**src/rtl/chunk_add_seq.sv**
```systemverilog
// Sequential wide adder: feeds one N-bit adder slice a chunk at a time, LSB chunk first.
// Optional signed-overflow output enabled by defining CHUNK_ADD_OVF_EN.
module chunk_add_seq #(
  parameter int unsigned W = 64,
  parameter int unsigned N = 16
) (
  input  logic         clk,
  input  logic         rst,
  input  logic         in_valid_i,
  output logic         in_ready_o,
  input  logic [W-1:0] a_i,
  input  logic [W-1:0] b_i,
  input  logic         cin_i,
  output logic         out_valid_o,
  input  logic         out_ready_i,
  output logic [W-1:0] sum_o,
  output logic         carry_o,
  output logic         busy_o
`ifdef CHUNK_ADD_OVF_EN
  ,
  output logic         ovf_o
`endif
);

  localparam int unsigned K    = W / N;
  localparam int unsigned IdxW = (K > 1) ? $clog2(K) : 1;
  localparam logic [IdxW-1:0] LastIdx = IdxW'(K - 1);

  typedef enum logic [1:0] {StIdle, StRun, StDone} state_e;

  state_e          state_q, state_d;
  logic [W-1:0]    a_q, a_d;
  logic [W-1:0]    b_q, b_d;
  logic [W-1:0]    sum_q, sum_d;
  logic [IdxW-1:0] idx_q, idx_d;
  logic            creg_q, creg_d;
  logic            carry_q, carry_d;
`ifdef CHUNK_ADD_OVF_EN
  logic            ovf_q, ovf_d;
`endif

  logic [N-1:0]    a_sl, b_sl;
  logic [N:0]      slice;

  // The single narrow adder slice shared by every chunk.
  always_comb begin
    a_sl  = a_q[idx_q*N +: N];
    b_sl  = b_q[idx_q*N +: N];
    slice = {1'b0, a_sl} + {1'b0, b_sl} + {{N{1'b0}}, creg_q};
  end

  always_comb begin
    state_d = state_q;
    a_d     = a_q;
    b_d     = b_q;
    sum_d   = sum_q;
    idx_d   = idx_q;
    creg_d  = creg_q;
    carry_d = carry_q;
`ifdef CHUNK_ADD_OVF_EN
    ovf_d   = ovf_q;
`endif
    case (state_q)
      StIdle: begin
        if (in_valid_i) begin
          a_d     = a_i;
          b_d     = b_i;
          creg_d  = cin_i;
          idx_d   = '0;
          state_d = StRun;
        end
      end
      StRun: begin
        sum_d[idx_q*N +: N] = slice[N-1:0];
        creg_d              = slice[N];
        idx_d               = idx_q + 1'b1;
        if (idx_q == LastIdx) begin
          carry_d = slice[N];
`ifdef CHUNK_ADD_OVF_EN
          // On the top chunk slice[N-1] is the sign bit of the full sum.
          ovf_d   = (a_q[W-1] == b_q[W-1]) && (slice[N-1] != a_q[W-1]);
`endif
          idx_d   = '0;
          state_d = StDone;
        end
      end
      StDone: begin
        if (out_ready_i) state_d = StIdle;
      end
      default: state_d = StIdle;
    endcase
  end

  always_ff @(posedge clk) begin
    if (rst) begin
      state_q <= StIdle;
      idx_q   <= '0;
      creg_q  <= 1'b0;
      sum_q   <= '0;
      carry_q <= 1'b0;
`ifdef CHUNK_ADD_OVF_EN
      ovf_q   <= 1'b0;
`endif
    end else begin
      state_q <= state_d;
      idx_q   <= idx_d;
      creg_q  <= creg_d;
      sum_q   <= sum_d;
      carry_q <= carry_d;
`ifdef CHUNK_ADD_OVF_EN
      ovf_q   <= ovf_d;
`endif
    end
  end

  // Operand registers only load on accept, so they need no reset.
  always_ff @(posedge clk) begin
    a_q <= a_d;
    b_q <= b_d;
  end

  assign in_ready_o  = (state_q == StIdle);
  assign out_valid_o = (state_q == StDone);
  assign busy_o      = (state_q == StRun) || (state_q == StDone);
  assign sum_o       = sum_q;
  assign carry_o     = carry_q;
`ifdef CHUNK_ADD_OVF_EN
  assign ovf_o       = ovf_q;
`endif

endmodule
```
**config.mk**
```make
export PLATFORM = sky130hd
export DESIGN_NAME = chunk_add_seq
export DESIGN_NICKNAME = d
export VERILOG_FILES = /design/src/rtl/chunk_add_seq.sv
export SDC_FILE = /design/constraint.sdc
export NUM_CORES = 1
export LEC_CHECK = 0
export ABC_AREA = 1
export BUFFER_PORTS_ARGS = -buffer_cell sky130_fd_sc_hd__buf_2
export CAP_MARGIN = 30
export CORE_ASPECT_RATIO = 1.1
export CORE_UTILIZATION = 40
export CTS_BUF_LIST = sky130_fd_sc_hd__clkbuf_4
export CTS_CLUSTER_DIAMETER = 30
export DETAILED_ROUTE_END_ITERATION = 10
export GPL_TIMING_DRIVEN = 0
export PLACE_DENSITY = 0.72
export SLEW_MARGIN = 10
export SYNTH_ARGS = -nofsm -noshare
export SYNTH_HDL_FRONTEND = slang
export SYNTH_SLANG_ARGS = --single-unit
```
**constraint.sdc**
```tcl
create_clock -name clk -period 3.3 [get_ports clk]
set_input_delay 0.495 -clock clk [delete_from_list [all_inputs] [get_ports clk]]
set_output_delay 0.495 -clock clk [all_outputs]
set_load 0.02 [all_outputs]
```
==> flow_metrics.env <==
export IMPL_routed_via_density=4.92
export IMPL_clk_insertion_delay_late_ns=0.57
export IMPL_htreeDepth=4
export IMPL_port_buffers=199
export IMPL_cts_tree="yes"
export IMPL_grt_pass1_wl_um=33900
export IMPL_hpwl_um=16300
export IMPL_worstPathRequired_ns=3.81
export IMPL_grt_pass1_vias=6458
export IMPL_yosysSeqAreaShare_pct=61.6
export IMPL_cts_path_max_buffers=2
export IMPL_ant_nets=0
export IMPL_synth_area_mm2=0.00851
export IMPL_ios=201
export IMPL_period_minus_slack_ns=3.01
export IMPL_routabilityCongestion=0.874
export IMPL_die_w_um=141
export IMPL_crit_type="register to register"
export IMPL_cp_max_fo=10
export IMPL_start_util_pct=41.1
export IMPL_routed_via_count=6732
export IMPL_startpoint_type="register"
export IMPL_num_fill_cells=1899
export IMPL_routed_wl_um=21700
export IMPL_cp_arrival_ns=3.52
export IMPL_mostFrequentLayoutCell="buf_2"
export IMPL_fin_skew_ns=0.0150
export IMPL_synth_compound_area_share_pct=11.7
export IMPL_period_share_pct=91.1
export IMPL_yosysTopAreaCellShare_pct=45.2
export IMPL_cpPeakStageDelay_ns=0.39
export IMPL_drive_gt1_share_pct=27.7
export IMPL_holdBufCountCts=0
export IMPL_grt_max_degree=43
export IMPL_rsz0062_at_grt="no"
export IMPL_peakVddDrop_mv=0.520
export IMPL_postSynthCellCount=848
export IMPL_fmax_mhz=333
export IMPL_cts_buffers=17
export IMPL_stdcell_count=1368
export IMPL_synth_top_area_cell="edfxtp_1"
export IMPL_core_mm2=0.0207
export IMPL_final_nets=1228
export IMPL_ys_ff_latch=198
export IMPL_drt_iter0_drc=318
export IMPL_ff2ff_setup_slack_ns=0.29
export IMPL_drv_cap=0
export IMPL_synthesis_nets=1007
export IMPL_cts_sinks=198
export IMPL_antenna_found_initial=1
export IMPL_wire_per_inst_um=15.8
export IMPL_layout_common_cells="205 x buf_2, 178 x nand2_1, 128 x edfxtp_1"
export IMPL_syn2layout_area_growth_pct=20.5
export IMPL_p_leak_nw=4.19
export IMPL_hold_ws_ns=0.0872
export IMPL_postSynthAreaPerCell_um2=10.0
export IMPL_drcViolationCount=0
export IMPL_grt_util_all_layers_pct=20.5
export IMPL_final_hold_violation_count=0
export IMPL_hp_class="input port to register"
export IMPL_die_h_um=155
export IMPL_std_cell_rows=55
export IMPL_dieArea_mm2=0.0219
export IMPL_critPathCaptureType="register"
export IMPL_synthTopCellsByArea="edfxtp_1 45%, dfxtp_1 16%, nand2_1 7.9%"
export IMPL_regArea_mm2=0.00525
export IMPL_path_cells="buf_4 > clkbuf_1 > o21ai_0 > o22ai_2 > fa_2 > fa_2 > nand3_1 > nand2_1 > nand2_1 > nand2_2 > xor2_4 > nand2_1 > nor2_2 > nand2_1 > a21oi_2"
export IMPL_synth_adder_area_share_pct=4.00
export IMPL_powerDensity_mw_per_mm2=893
export IMPL_slew_viol_final=0
export IMPL_dp_cells=1335
export IMPL_ys_types=36
export IMPL_synth_simple_area_share_pct=17.1
export IMPL_clockRootBuffer="clkbuf_4"
export IMPL_critPathMostFrequentCell="nand2_1"
export IMPL_maxSlewHeadroom_pct=57.6
export IMPL_multi_input_area_mm2=0.00291
export IMPL_synthXorXnorAreaFrac_pct=0.897
export IMPL_status="finished clean"
export IMPL_tightest_slew_ns=0.636
export IMPL_setup_violations_final=0
export IMPL_dr_pass1_iters=5
export IMPL_yosysWarningCount=0
export IMPL_cp_slowest_cell="dfxtp_4"
export IMPL_clk_pin_slew_ns=0.15
export IMPL_grt_ovfl_total=0
export IMPL_synth_top_family_by_area="simple AND/OR/NAND/NOR gates"
export IMPL_synthMuxAreaShare_pct=0
-- routing by layer --
layer | global-route usage (%) | part of all wire, %
met2 | 34.3 | 49
met3 | 3.88 | 5.8
met5 | 0 | 0
met4 | 6.88 | 1.5
met1 | 26.6 | 44
-- through the flow --
stage / setup TNS [ns] / instance area, um^2 / setup WS [ns] / util [%] / power, mW
finish: 0 / 10300 / 0.293 / 49.5 / 9.16
global route: 0 / 10300 / 0.0147 / 49.5 / 9.88
CTS: 0 / 10200 / 0.0145 / 49.4 / 9.17
detailed placement: -4.41 / 9930 / -0.300 / 47.9 / 7.88
global placement: -59.39 / 9870 / -0.452 / 47.6 / 7.80
floorplan: 0 / 8510 / 0.198 / - / 6.50
-- critical path, delay by kind of cell, from the launching register on --
family	cells	cell delay (ns)
fa+ha+maj	2	0.76
simple gates	7	0.70
compound gates	3	0.50
buf+inv	2	0.41
flops	1	0.39
xor+xnor	1	0.18
-- flip-flops by register name, summed over array words and instances (netlist names) --
name     cells
a_q         64
b_q         64
sum_o       64
idx_q        2
state_q      2
carry_o      1
creg_q       1
-- what timing repair did --
action                                  CTS  global route
endpoints found under the setup margin   29            40
buffers inserted                          1             0
pin swaps                                 0             0
gates resized for setup                   9            20
-- cells by family after synthesis --
kind of cell,Yosys count
and+or+nand+nor,339
DFF,198
AOI/OAI and AO/OA,182
buffers and inverters,96
adders and majority gates,26
xor gates and xnor gates,7
-- path summary, 6_finish.rpt --
check        startpoint         to  cells after the start
max            idx_q[0]  sum_o[24]                     15
min             b_i[29]    b_q[29]                      1
max reg2reg    idx_q[0]  sum_o[24]                     15
min reg2reg   sum_o[57]  sum_o[57]                      2
-- Yosys cell counts, drive strengths merged --
| library cell | number |
|---|---|
| a21oi | 74 |
| a22oi | 4 |
| a32oi | 1 |
| and2 | 2 |
| buf | 19 |
| clkbuf | 25 |
| dfxtp | 70 |
| edfxtp | 128 |
| fa | 2 |
| ha | 24 |
| inv | 52 |
| nand2 | 188 |
| nand3 | 29 |
| nand3b | 2 |
| nand4 | 16 |
| nor2 | 95 |
| nor3 | 4 |
| nor4 | 1 |
| o211ai | 1 |
| o21ai | 70 |
| o22ai | 32 |
| or2 | 2 |
| xnor2 | 1 |
| xor2 | 6 |
-- area by class of cell --
cell class / count / area share, %
antenna: 1 / 0.0244
buffer: 43 / 2.10
clock buffer: 24 / 1.76
clock inverter: 8 / 0.781
inverter: 52 / 1.94
multi-input combinational: 554 / 28.4
sequential: 198 / 51.2
tap: 285 / 3.48
timing repair buffer: 203 / 10.4
-- report_power, final --
part	leakage [nW]	internal, mW	switching [mW]
clock network	0.138	0.434	0.786
registers	1.78	3.20	0.153
logic	2.27	1.43	3.15
total	4.19	5.07	4.09
(Power assumes the default switching activity.)
